===== config.mk =====
export PLATFORM = sky130hd
export DESIGN_NAME = fact_arbiter_flat
export DESIGN_NICKNAME = d
export VERILOG_FILES = /design/src/rtl/fact_arbiter_if.sv /design/src/rtl/fact_arbiter.sv /design/src/flat_wrapper.sv
export SDC_FILE = /design/constraint.sdc
export NUM_CORES = 1
export LEC_CHECK = 0
export BUFFER_PORTS_ARGS = -buffer_cell sky130_fd_sc_hd__buf_4
export CORE_MARGIN = 2
export CORE_UTILIZATION = 35
export DETAILED_ROUTE_END_ITERATION = 12
export GPL_TIMING_DRIVEN = 1
export PLACE_DENSITY = 0.72
export SYNTH_ARGS = -nofsm -noshare
export SYNTH_HDL_FRONTEND = slang
export SYNTH_SLANG_ARGS = --single-unit

===== constraint.sdc =====
create_clock -name clk -period 4.5 [get_ports clk]
set_clock_uncertainty 0.15 [all_clocks]
set_input_delay 0.45 -clock clk [delete_from_list [all_inputs] [get_ports clk]]
set_output_delay 0.45 -clock clk [all_outputs]
set_load 0.03 [all_outputs]

===== src/rtl/fact_arbiter_if.sv =====
// Handshake bundle between two requesters, the arbiter and a shared factorial engine.
// master is the arbiter's view; slave is the requester/engine side.
interface fact_arbiter_if;
   logic        req0_valid;
   logic        req1_valid;
   logic [31:0] req0_n;
   logic [31:0] req1_n;
   logic        req0_ready;
   logic        req1_ready;
   logic        rsp0_valid;
   logic        rsp1_valid;
   logic        rsp0_ready;
   logic        rsp1_ready;
   logic [31:0] rsp_product;
   logic        rsp_error;
   logic        rsp_timeout;
   logic        fact_go;
   logic [31:0] fact_n;
   logic        fact_done;
   logic        fact_error;
   logic [31:0] fact_product;
   logic        busy;

   modport master (
      input  req0_valid, req1_valid, req0_n, req1_n, rsp0_ready, rsp1_ready,
             fact_done, fact_error, fact_product,
      output req0_ready, req1_ready, rsp0_valid, rsp1_valid, rsp_product, rsp_error,
             rsp_timeout, fact_go, fact_n, busy
   );

   modport slave (
      output req0_valid, req1_valid, req0_n, req1_n, rsp0_ready, rsp1_ready,
             fact_done, fact_error, fact_product,
      input  req0_ready, req1_ready, rsp0_valid, rsp1_valid, rsp_product, rsp_error,
             rsp_timeout, fact_go, fact_n, busy
   );
endinterface


===== src/rtl/fact_arbiter.sv =====
// Round-robin arbiter sharing one factorial engine between two requesters, with a
// watchdog that terminates a job the engine never answers.
module fact_arbiter #(
   parameter int unsigned TIMEOUT = 1023
) (
   input  logic           clk,
   input  logic           reset,
   fact_arbiter_if.master bus
);

   localparam int unsigned     TimerW    = $clog2(TIMEOUT + 1);
   localparam logic [TimerW-1:0] TimerLast = TimerW'(TIMEOUT - 1);

   typedef enum logic [1:0] {StIdle, StRun, StResp, StDrain} state_e;

   state_e            state_q, state_d;
   logic              owner_q, owner_d;
   logic              last_grant_q, last_grant_d;
   logic [TimerW-1:0] timer_q, timer_d;
   logic [31:0]       fact_n_q, fact_n_d;
   logic [31:0]       product_q, product_d;
   logic              error_q, error_d;
   logic              timeout_q, timeout_d;
   logic              grant0, grant1;

   // On a tie the requester that was not served last wins.
   assign grant0 = bus.req0_valid & (~bus.req1_valid | last_grant_q);
   assign grant1 = bus.req1_valid & (~bus.req0_valid | ~last_grant_q);

   always_comb begin
      state_d      = state_q;
      owner_d      = owner_q;
      last_grant_d = last_grant_q;
      timer_d      = timer_q;
      fact_n_d     = fact_n_q;
      product_d    = product_q;
      error_d      = error_q;
      timeout_d    = timeout_q;
      unique case (state_q)
         StIdle: begin
            if (grant0 | grant1) begin
               owner_d      = grant1;
               last_grant_d = grant1;
               fact_n_d     = grant1 ? bus.req1_n : bus.req0_n;
               timer_d      = '0;
               state_d      = StRun;
            end
         end
         StRun: begin
            if (timer_q != '1) timer_d = timer_q + 1'b1;
            if (bus.fact_done | bus.fact_error) begin
               product_d = bus.fact_product;
               error_d   = bus.fact_error;
               timeout_d = 1'b0;
               state_d   = StResp;
            end else if (timer_q >= TimerLast) begin
               // fact_go has now been high for TIMEOUT cycles
               product_d = '0;
               error_d   = 1'b1;
               timeout_d = 1'b1;
               state_d   = StResp;
            end
         end
         StResp: begin
            if (owner_q ? bus.rsp1_ready : bus.rsp0_ready) state_d = StDrain;
         end
         StDrain: begin
            // Wait for the engine to release its level handshake before the next job.
            if (!bus.fact_done && !bus.fact_error) state_d = StIdle;
         end
         default: state_d = StIdle;
      endcase
   end

   always_ff @(posedge clk or negedge reset) begin
      if (!reset) begin
         state_q      <= StIdle;
         owner_q      <= 1'b0;
         last_grant_q <= 1'b1;
         timer_q      <= '0;
         fact_n_q     <= '0;
         product_q    <= '0;
         error_q      <= 1'b0;
         timeout_q    <= 1'b0;
      end else begin
         state_q      <= state_d;
         owner_q      <= owner_d;
         last_grant_q <= last_grant_d;
         timer_q      <= timer_d;
         fact_n_q     <= fact_n_d;
         product_q    <= product_d;
         error_q      <= error_d;
         timeout_q    <= timeout_d;
      end
   end

   assign bus.req0_ready  = reset & (state_q == StIdle) & grant0;
   assign bus.req1_ready  = reset & (state_q == StIdle) & grant1;
   assign bus.rsp0_valid  = (state_q == StResp) & ~owner_q;
   assign bus.rsp1_valid  = (state_q == StResp) & owner_q;
   assign bus.fact_go     = (state_q == StRun);
   assign bus.busy        = (state_q != StIdle);
   assign bus.fact_n      = fact_n_q;
   assign bus.rsp_product = product_q;
   assign bus.rsp_error   = error_q;
   assign bus.rsp_timeout = timeout_q;

endmodule


===== src/flat_wrapper.sv =====
// flat-port wrapper written by rule: the top's interface ports become plain ports
module fact_arbiter_flat 
#(
   parameter int unsigned TIMEOUT = 1023
)
  (clk, reset, bus_req0_valid, bus_req1_valid, bus_req0_n, bus_req1_n, bus_rsp0_ready, bus_rsp1_ready, bus_fact_done, bus_fact_error, bus_fact_product, bus_req0_ready, bus_req1_ready, bus_rsp0_valid, bus_rsp1_valid, bus_rsp_product, bus_rsp_error, bus_rsp_timeout, bus_fact_go, bus_fact_n, bus_busy);
  fact_arbiter_if bus_i ();
  input  logic clk;
  input  logic reset;
  input wire logic [$bits(bus_i.req0_valid)-1:0] bus_req0_valid;
  input wire logic [$bits(bus_i.req1_valid)-1:0] bus_req1_valid;
  input wire logic [$bits(bus_i.req0_n)-1:0] bus_req0_n;
  input wire logic [$bits(bus_i.req1_n)-1:0] bus_req1_n;
  input wire logic [$bits(bus_i.rsp0_ready)-1:0] bus_rsp0_ready;
  input wire logic [$bits(bus_i.rsp1_ready)-1:0] bus_rsp1_ready;
  input wire logic [$bits(bus_i.fact_done)-1:0] bus_fact_done;
  input wire logic [$bits(bus_i.fact_error)-1:0] bus_fact_error;
  input wire logic [$bits(bus_i.fact_product)-1:0] bus_fact_product;
  output wire logic [$bits(bus_i.req0_ready)-1:0] bus_req0_ready;
  output wire logic [$bits(bus_i.req1_ready)-1:0] bus_req1_ready;
  output wire logic [$bits(bus_i.rsp0_valid)-1:0] bus_rsp0_valid;
  output wire logic [$bits(bus_i.rsp1_valid)-1:0] bus_rsp1_valid;
  output wire logic [$bits(bus_i.rsp_product)-1:0] bus_rsp_product;
  output wire logic [$bits(bus_i.rsp_error)-1:0] bus_rsp_error;
  output wire logic [$bits(bus_i.rsp_timeout)-1:0] bus_rsp_timeout;
  output wire logic [$bits(bus_i.fact_go)-1:0] bus_fact_go;
  output wire logic [$bits(bus_i.fact_n)-1:0] bus_fact_n;
  output wire logic [$bits(bus_i.busy)-1:0] bus_busy;
  assign bus_i.req0_valid = bus_req0_valid;
  assign bus_i.req1_valid = bus_req1_valid;
  assign bus_i.req0_n = bus_req0_n;
  assign bus_i.req1_n = bus_req1_n;
  assign bus_i.rsp0_ready = bus_rsp0_ready;
  assign bus_i.rsp1_ready = bus_rsp1_ready;
  assign bus_i.fact_done = bus_fact_done;
  assign bus_i.fact_error = bus_fact_error;
  assign bus_i.fact_product = bus_fact_product;
  assign bus_req0_ready = bus_i.req0_ready;
  assign bus_req1_ready = bus_i.req1_ready;
  assign bus_rsp0_valid = bus_i.rsp0_valid;
  assign bus_rsp1_valid = bus_i.rsp1_valid;
  assign bus_rsp_product = bus_i.rsp_product;
  assign bus_rsp_error = bus_i.rsp_error;
  assign bus_rsp_timeout = bus_i.rsp_timeout;
  assign bus_fact_go = bus_i.fact_go;
  assign bus_fact_n = bus_i.fact_n;
  assign bus_busy = bus_i.busy;
  fact_arbiter #(.TIMEOUT(TIMEOUT)) u_core (.clk(clk), .reset(reset), .bus(bus_i));
endmodule

# Word level (Yosys, flattened, before mapping)
# Index checks and enable logic that the tools add are counted.
totals:
  out_inout_bits: 72
  register_bits: 80
classes:
  eq_ne: 9
  mux: 16
  bitwise: 15
  n_addsub: 1
  n_reduce_logical: 11
  order_cmp: 1
ops:
  columns: ["op", "n"]
  rows:
  - ["32-bit two-way mux", 3]
  - ["10-bit two-way mux", 2]
  - ["10-bit one-hot mux with 2 select lines", 1]
  - ["10-bit by 1-bit adder with 10-bit output, second input constant", 1]
  - ["10-bit >= comparator, second input constant", 1]
  - ["2-bit two-way mux", 5]
  - ["10-bit != test, second input constant", 1]
  - ["2-bit by 1-bit != test with 1-bit output, second input constant", 4]
  - ["2-bit one-hot mux with 4 select lines", 1]
  - ["1-bit bitwise AND", 7]
  - ["2-bit nonzero test", 3]
  - ["2-bit equality test, second input constant", 2]
  - ["1-bit two-way mux", 4]
  - ["1-bit NOT", 4]
  - ["1-bit bitwise OR", 4]
  - ["2-bit AND reduction", 2]
  - ["4-bit AND reduction", 1]
  - ["3-bit by 1-bit != test with 1-bit output, second input constant", 1]
  - ["3-bit AND reduction", 1]
  - ["2-bit by 1-bit equality test with 1-bit output, second input constant", 1]
  - ["1-bit zero test", 2]
  - ["2-bit zero test", 1]
  - ["1-bit logical AND", 1]

# Logic depth before layout (Yosys ltp)
# Gate-level depths: netlist of run 1.
logic_depth:
  ltp_word: 6
  mapped_depth: 8

# Worst setup path before layout of run 1
# Ideal clock, no wire load.
synth_timing:
  path_kind: "flip-flop to flip-flop"
  from: "register u_core.state_q[1]"
  to: "register u_core.product_q[0] (netlist: u_core.bus.rsp_product[0])"
  path_buffers: 1
  t_arrival_ns: 1.802
  required_ns: 4.223
  stages_incl_launch_ff: 7
  period_less_slack_ns: 2.080
  setup_slack_ns: 2.420
  path_cell_list: "dfrtp_1 > inv_1 > ha_1 > inv_1 > nor4_4 > clkbuf_2 > o21ai_0"
synth_via:
  elab_chain_cells: 2
synth_lines:
  columns: ["element", "line_no", "text"]
  rows:
  - ["from (decl)", "fact_arbiter.sv:16", "state_e state_q, state_d;"]
  - ["from (signal assigned)", "fact_arbiter.sv:77", "state_q <= StIdle;"]
  - ["from (signal assigned)", "fact_arbiter.sv:86", "state_q <= state_d;"]
  - ["2-bit by 1-bit equality test with 1-bit output", null, null]
  - ["named net bus_fact_go", "flat_wrapper.sv:26", "output wire logic [$bits(bus_i.fact_go)-1:0] bus_fact_go;"]
  - ["2-bit AND reduction (no line)", null, null]
  - ["to (signal assigned)", "fact_arbiter.sv:91", "product_q <= product_d;"]
  - ["to (decl)", "fact_arbiter.sv:21", "logic [31:0] product_q, product_d;"]
# The timed path passes the listed nets, and every way through them passes these cells.
# A chain may end at the register's enable or synchronous reset.

# Worst setup path in the final report of run 1
layout_timing:
  from: "register u_core.state_q[1]"
  to: "register u_core.product_q[15] (netlist: u_core.bus.rsp_product[15])"
layout_via:
  elab_chain_cells: 2
layout_lines:
  columns: ["element", "line_no", "text"]
  rows:
  - ["2-bit by 1-bit equality test with 1-bit output", "fact_arbiter.sv:39", "unique case (state_q)"]
  - ["2-bit AND reduction (no line)", null, null]
# No other way between the ends.

==> reports/results.ini, run 1 <==
[setup_path]
required_ns=4.62
cp_max_fo=33
cp_data_arrival_time_ns=3.09
cp-end-kind=flop
critPathKind=reg2reg
setup.worst_path.start_class=flop

[finish]
final.fill_count=931
design_area_um2=5410
drive_gt1_share_pct=37.6
area_growth_pct=43.7
antenna_cells=0
fin_nets=663

[floorplan]
io_pins=176
die_area_um2=11600
fp.dieW_um=108
rows=37
dieHeight_um=108
initial_core_util_pct=36.3
core_um2=10400

[timing]
period_share_pct=66.0
timing.fmax_ghz=0.337
period_minus_slack_ns=2.97
timing.final.max_slew_violations=0
relSlewSlack_pct=14.8
worst_pin_slew_ns=1.28
rsz0062_at_grt=no
finalHoldViolations=0
setup_viol_count_final=0
setup-tns-final_ns=0

[place]
io_buffers=175
dp_hpwl_um=7270
finalWeightedCongestion=0.862
placed_cell_area_um2=5190

[flow_run]
maxCapViolCount=0

[detailed_routing]
detail_route.iter0.violations=208
drt_first_pass_iters=4
wirelength_um=9840
detailroute.via_count=3402
post_drt_wl_per_cell_um=14.2
avgViaCountPerCell=4.90
ant_nets=0
drc_errors=0

[synthesis]
synth_edf_count=0
ys_ff_latch=80
seq_area_frac_synth_pct=53.2
syn_nets=495
synth_area_um2=3760
avgSynthCellArea_um2=9.78
synthArstFlopShare_pct=100
syn_inst=385
synthFlopType=dfrtp_1
yosys_warnings=0
ys_types=42

[clock_network]
clock-sinks=80
cts_buffers=9
cts_resized=0
clkTransAtPathRegs_ns=0.09
cts_setup_buffers=0
cts_buffer_depth=2
cts_tree=yes
cts_max_level=3
root_buffer=clkbuf_8
insertion_delay_ns=0.35

[global_route]
grt_max_degree=55
grt_pass1_wl_um=15600
globalRouteOverflowTotal=0
antenna_found_initial=0
grt_use_total_pct=17.0
grt_pass1_vias=3175

[power_and_ir_drop]
vdd_drop_max_v=0.000346
p_per_area_nw_per_um2=685
p_leak_uw=0.00269

[worst_hold_path]
hold_class=in2reg

[outcome]
status=completed

[registers in the layout (all words and copies together) (netlist names)]
register                flops
u_core.bus.rsp_product     32
u_core.state_q              2
u_core.bus.fact_n          32
u_core.bus.rsp_timeout      1
u_core.last_grant_q         1
u_core.owner_q              1
u_core.bus.rsp_error        1
u_core.timer_q             10
[synth_stat cells, types with 2 or more instances]
cell type  instances  area share, %
buf_2              4           0.53
dfrtp_1           79             53
buf_4              3           0.60
nor4_4             2            1.1
and3_1             2           0.33
or4_1              2           0.40
ha_1               6            2.0
clkbuf_2           2           0.27
o31ai_1            8            1.6
or2_2              2           0.33
nand2_1          106             11
nor2_1             6           0.60
o211ai_1           2           0.40
and2_1             2           0.33
inv_1              6           0.60
a21oi_1            2           0.27
mux2i_1           34            9.0
clkbuf_1          13            1.3
o21ai_0           70            9.3
nand3_1           10            1.3
a31oi_1            2           0.33
o21ai_1            2           0.27
[through the flow]
stage	hold WS (ns)	total power, uW	std cells	util (%)	setup WS [ns]
floorplan	0.00441	2430	385	-	2.42
global placement	0.245	3130	677	50.1	1.77
detailed placement	0.255	3190	677	50.1	1.58
CTS	0.131	3750	694	52.1	1.57
global route	0.134	3970	694	52.1	1.32
finish	0.151	3700	694	52.1	1.53
[path summary, 6_finish.rpt]
path | start | endpoint | slack [ns] | cells after the start
setup / recovery | u_core.state_q[1]$_DFFE_PN0P_ | u_core.bus.rsp_product[15]$_DFFE_PN0P_ | 1.53 | 6
hold reg to reg | u_core.bus.fact_n[22]$_DFFE_PN0P_ | u_core.bus.fact_n[22]$_DFFE_PN0P_ | 0.34 | 2
max in group asynchronous | reset | u_core.bus.fact_n[25]$_DFFE_PN0P_ | 2.75 | 3
setup reg to reg | u_core.state_q[1]$_DFFE_PN0P_ | u_core.bus.rsp_product[15]$_DFFE_PN0P_ | 1.53 | 6
hold / removal | bus_fact_product[11] | u_core.bus.rsp_product[11]$_DFFE_PN0P_ | 0.15 | 3
min in group asynchronous | reset | u_core.bus.fact_n[12]$_DFFE_PN0P_ | 0.44 | 2
[repair_timing]
item,CTS,global route
hold buffers,1,0
setup endpoints to repair,0,0
hold endpoints to repair,25,0
[power breakdown]
part           internal, uW  leakage, uW  switching (uW)
clock                   261    0.0000925             285
sequential             1040      0.00100             197
combinational           701      0.00160            1220
total                  2000      0.00269            1700
[layout by cell type, fill, tap and decap left out, types with 2 or more instances in the layout]
cell type,n
a21oi_1,2
a31oi_1,2
and2_1,2
and3_1,2
buf_4,179
clkbuf_8,9
clkinvlp_4,3
dfrtp_1,79
ha_1,6
inv_1,6
inv_6,2
mux2i_1,34
nand2_1,106
nand3_1,10
nor2_1,5
nor4_4,2
o211ai_1,2
o21ai_0,70
o21ai_2,2
o31ai_1,8
or2_2,2
or4_1,2
[routing by layer]
metal  vias up  part of all wire (%)  global-route usage (%)
met4         0                   1.6                    6.14
met5         -                     0                       0
met1      1558                    43                    22.5
li1       1661                     -                       -
met3        13                   9.0                    4.54
met2       170                    46                    26.7
[critical path, cell delays in order (launching register included)]
cell and delay (ns):
dfrtp_1 0.43, inv_1 0.10, ha_1 0.57, inv_1 0.32, nor2_2 1.04, nand2_1 0.14, o21ai_0 0.13
[layout make-up]
class / count / area [um^2] / share of cell area (%)
Sequential cell: 80 / 2000 / 37.1
Multi-Input combinational cell: 276 / 1650 / 30.6
Timing Repair Buffer: 180 / 1350 / 25.0
Tap cell: 136 / 170 / 3.15
Clock buffer: 9 / 124 / 2.29
Clock inverter: 7 / 78.8 / 1.46
Inverter: 6 / 22.5 / 0.417
[logic make-up (layout without fill, tap and decap cells)]
family	count (synthesis)	count (layout)	synth area share [%]
DFF	80	80	53.2
muxes	35	35	9.44
buffers and inverters	29	202	3.59
and+or+nand+nor	139	139	16.8
AOI/OAI and AO/OA	96	96	14.9
adders and majority gates	6	6	1.99
No activity file was read; power rests on OpenSTA's default activity.
==> run 2, diff against run 1 <==
--- a/config.mk
+++ b/config.mk
@@ -5,12 +5,13 @@
 export SDC_FILE = /design/constraint.sdc
 export NUM_CORES = 1
 export LEC_CHECK = 0
+export ABC_AREA = 1
 export BUFFER_PORTS_ARGS = -buffer_cell sky130_fd_sc_hd__buf_4
 export CORE_MARGIN = 2
 export CORE_UTILIZATION = 35
 export DETAILED_ROUTE_END_ITERATION = 12
 export GPL_TIMING_DRIVEN = 1
-export PLACE_DENSITY = 0.72
+export PLACE_DENSITY = 0.74
 export SYNTH_ARGS = -nofsm -noshare
 export SYNTH_HDL_FRONTEND = slang
 export SYNTH_SLANG_ARGS = --single-unit
==> constraint.sdc (replaced) <==
create_clock -name clk -period 2.65 [get_ports clk]
set_clock_uncertainty 0.15 [all_clocks]
set_input_delay 0.265 -clock clk [delete_from_list [all_inputs] [get_ports clk]]
set_output_delay 0.265 -clock clk [all_outputs]
set_load 0.03 [all_outputs]
==> run 2 against run 1 <==
Maximum frequency rose by 29%. Count of clock-buffer cells in the layout rose by 1. Synthesized cell count rose by 20%. Utilization rose by 3.0 points. Sequential power rose by 72%. Non-clock buffer count rose by 35. First-iteration DRC count did not move. Critical endpoint is now u_core.bus.fact_n[16]$_DFFE_PN0P_. Critical path type unchanged. Die area rose by 0.23%.
==> reports/results.ini, run 2 <==
[synthesis]
synth_top_family_by_area=simple AND/OR/NAND/NOR gates  ; unchanged
ys_ff_latch=80  ; unchanged
syn_inst=463  ; was 385
synthArstFlopShare_pct=100  ; unchanged
synthAdderAreaFrac_pct=1.99  ; about the same
synthTopCellsByCount=nand2_1 (195), dfrtp_1 (79), nor2_1 (44), a31oi_1 (32), inv_1 (26)  ; was nand2_1 (106), dfrtp_1 (79), o21ai_0 (70), mux2i_1 (34), clkbuf_1 (13)
synth_xor_area_share_pct=0.232  ; was 0%
seq_area_frac_synth_pct=53.1  ; was 53.2%
synthFlopType=dfrtp_1  ; unchanged
synth_area_um2=3770  ; was 3760 um^2
synthMuxAreaShare_pct=0  ; was 9.44%
ys_types=30  ; was 42
yosysMostFrequentCell=nand2_1  ; unchanged
synthSimpleGateAreaFrac_pct=30.3  ; was 16.8%
yosys_warnings=0  ; unchanged
synth_top_area_cell=dfrtp_1  ; unchanged
synth-compound-area-share_pct=7.86  ; was 14.9%
avgSynthCellArea_um2=8.15  ; was 9.78 um^2
synth_top_area_share_pct=52.4  ; was 52.5%
yosys-top-cells-area=dfrtp_1 (52%), nand2_1 (19%), a31oi_1 (5.3%), nor2_1 (4.4%), inv_1 (2.6%)  ; was dfrtp_1 (53%), nand2_1 (11%), o21ai_0 (9.3%), mux2i_1 (9.0%), ha_1 (2.0%)
syn_nets=573  ; was 495
synth_edf_count=0  ; unchanged

[flow_run]
maxCapViolCount=0  ; unchanged

[finish]
area_growth_pct=52.2  ; was 43.7%
finish.utilization_pct=55.1  ; was 52.1%
layout_commonest_cell=nand2_1  ; was buf_4
final_cell_mix=nand2_1 (195), buf_4 (179), dfrtp_1 (79)  ; was buf_4 (179), nand2_1 (106), dfrtp_1 (79)
antenna_cells=0  ; unchanged
design_area_um2=5740  ; was 5410 um^2
drive_gt1_share_pct=32.1  ; was 37.6%
fin_nets=777  ; was 663

[setup_path]
crit_cells=6  ; unchanged
crit_top_cell=nand2_1  ; was inv_1
max_stage_delay_ns=0.71  ; was 1.04 ns
critPathKind=reg2reg  ; unchanged
required_ns=2.80  ; was 4.62 ns
crit_family=buffers and inverters  ; was simple AND/OR/NAND/NOR gates
crit_slowest_cell=inv_1  ; was nor2_2
cp-end-kind=flop  ; unchanged
rr_worst_depth=6  ; unchanged
crit_path_cell_trace=nand2_1 > nand2_1 > inv_1 > nand2_1 > a31oi_1 > dlygate4sd3_1  ; was inv_1 > ha_1 > inv_1 > nor2_2 > nand2_1 > o21ai_0
cp_num_buf_inv=2  ; unchanged
cp_max_fo=33  ; unchanged
cp_data_arrival_time_ns=2.46  ; was 3.09 ns
setup.worst_path.start_class=flop  ; unchanged

[detailed_routing]
drt_first_pass_iters=5  ; was 4
avgViaCountPerCell=4.70  ; was 4.90
detail_route.iter0.violations=208  ; unchanged
post_drt_wl_per_cell_um=12.7  ; was 14.2 um
ant_nets=0  ; unchanged
drc_errors=0  ; unchanged
detailroute.via_count=3796  ; was 3,402
wirelength_um=10300  ; was 9840 um

[place]
dp_hpwl_um=7310  ; was 7270 um
placed_cell_area_um2=5170  ; was 5190 um^2
finalWeightedCongestion=0.801  ; was 0.862
io_buffers=175  ; unchanged

[global_route]
grt_use_total_pct=18.2  ; was 17.0%
globalRouteOverflowTotal=0  ; unchanged
grt_max_degree=67  ; was 55
grt_pass1_wl_um=16700  ; was 15,600 um
grt.met2_usage_pct=30.8  ; was 26.7%
grt_pass1_vias=3659  ; was 3,175
grt_use_met3_pct=5.99  ; was 4.54%
top_usage_layer=met2  ; unchanged
antenna_found_initial=0  ; unchanged
grtUsageMet1_pct=20.7  ; was 22.5%

[floorplan]
die_area_um2=11600  ; about the same
core_um2=10400  ; about the same
initial_core_util_pct=36.2  ; was 36.3%
dieHeight_um=108  ; about the same
rows=37  ; unchanged
fp.dieW_um=108  ; about the same
io_pins=176  ; unchanged

[clock_network]
cts_buffer_depth=2  ; unchanged
cts_resized=0  ; unchanged
insertion_delay_ns=0.35  ; about the same
cts_max_level=3  ; unchanged
root_buffer=clkbuf_8  ; unchanged
cts_buffers=9  ; unchanged
clkTransAtPathRegs_ns=0.09  ; about the same
cts_tree=yes  ; unchanged
clock-sinks=80  ; unchanged

[power_and_ir_drop]
p_leak_uw=0.00296  ; was 0.00269 uW
p_per_area_nw_per_um2=1160  ; was 685 nW/um^2
vdd_drop_max_v=0.000742  ; was 0.000346 V

[timing]
period_share_pct=87.2  ; was 66.0%
timing.fmax_ghz=0.433  ; was 0.337 GHz
rsz0062_at_grt=no  ; unchanged
worst_pin_slew_ns=0.990  ; was 1.28 ns
finalHoldViolations=0  ; unchanged
relSlewSlack_pct=33.9  ; was 14.8%
period_minus_slack_ns=2.31  ; was 2.97 ns
setup_viol_count_final=0  ; unchanged
setup-tns-final_ns=0  ; unchanged
timing.final.max_slew_violations=0  ; unchanged

[outcome]
status=completed  ; unchanged

[worst_hold_path]
holdPathStages=3  ; unchanged
hold_class=in2reg  ; unchanged

run 2: report_power, final:
group | internal [uW] | switching (uW) | leakage, uW | total (uW)
combinational | 1280 | 2270 | 0.00189 | 3550
sequential | 1780 | 339 | 0.000960 | 2120
clock | 538 | 457 | 0.000111 | 995
run 2: timing repair:
action                                  in CTS  in global routing
hold buffers                                35                  0
endpoints found under the setup margin       0                  0
buffers inserted                             0                  0
hold endpoints to repair                    57                  0
run 2: path summary, 6_finish.rpt:
path / endpoint / slack (ns) / startpoint
max: u_core.bus.fact_n[16]$_DFFE_PN0P_ / 0.34 / u_core.last_grant_q$_DFFE_PN1P_
min: u_core.bus.fact_n[12]$_DFFE_PN0P_ / 0.02 / bus_req0_n[12]
max reg2reg: u_core.bus.fact_n[16]$_DFFE_PN0P_ / 0.34 / u_core.last_grant_q$_DFFE_PN1P_
min reg2reg: u_core.bus.rsp_product[12]$_DFFE_PN0P_ / 0.33 / u_core.bus.rsp_product[12]$_DFFE_PN0P_
max in group asynchronous: u_core.bus.rsp_product[13]$_DFFE_PN0P_ / 1.11 / reset
min in group asynchronous: u_core.bus.rsp_timeout$_DFFE_PN0P_ / 0.21 / reset
run 2: stage by stage:
step | setup slack (ns) | hold slack [ns] | cells | total power, uW
2_1_floorplan | 0.162 | -0.181 | 463 | 4380
3_3_place_gp | 0.767 | 0.0448 | 757 | 5560
3_5_place_dp | 0.686 | 0.0439 | 757 | 5660
4_1_cts | 0.361 | 0.00103 | 808 | 6710
5_1_grt | 0.101 | 0.00779 | 808 | 7120
6_report | 0.340 | 0.0197 | 808 | 6660
run 2: cell type report:
class,count,area (um^2)
Fill cell,915,4670
Sequential cell,80,2000
Timing Repair Buffer,215,1710
Multi-Input combinational cell,332,1530
Tap cell,136,170
Clock buffer,10,128
Inverter,29,109
Clock inverter,6,91.3
run 2: worst register-to-register path, stage by stage, from the launching register on:
cell and delay [ns]:
dfstp_2 0.37, nand2_1 0.08, nand2_1 0.07, inv_1 0.72, nand2_1 0.11, a31oi_1 0.20
dlygate4sd3_1 0.56
run 2: logic make-up (layout without fill, tap and decap cells):
kind of cell | count (synthesis) | after routing
buf+inv | 51 | 260
fa+ha+maj | 6 | 6
flops | 80 | 80
xor+xnor | 1 | 1
simple gates | 278 | 278
compound gates | 47 | 47
run 2: metal layers:
| metal | up-vias | share of wire [%] |
|---|---|---|
| met5 | - | 0 |
| met4 | 0 | 2.0 |
| met3 | 18 | 8.5 |
| met2 | 139 | 49 |
| met1 | 1761 | 40 |
| li1 | 1878 | - |
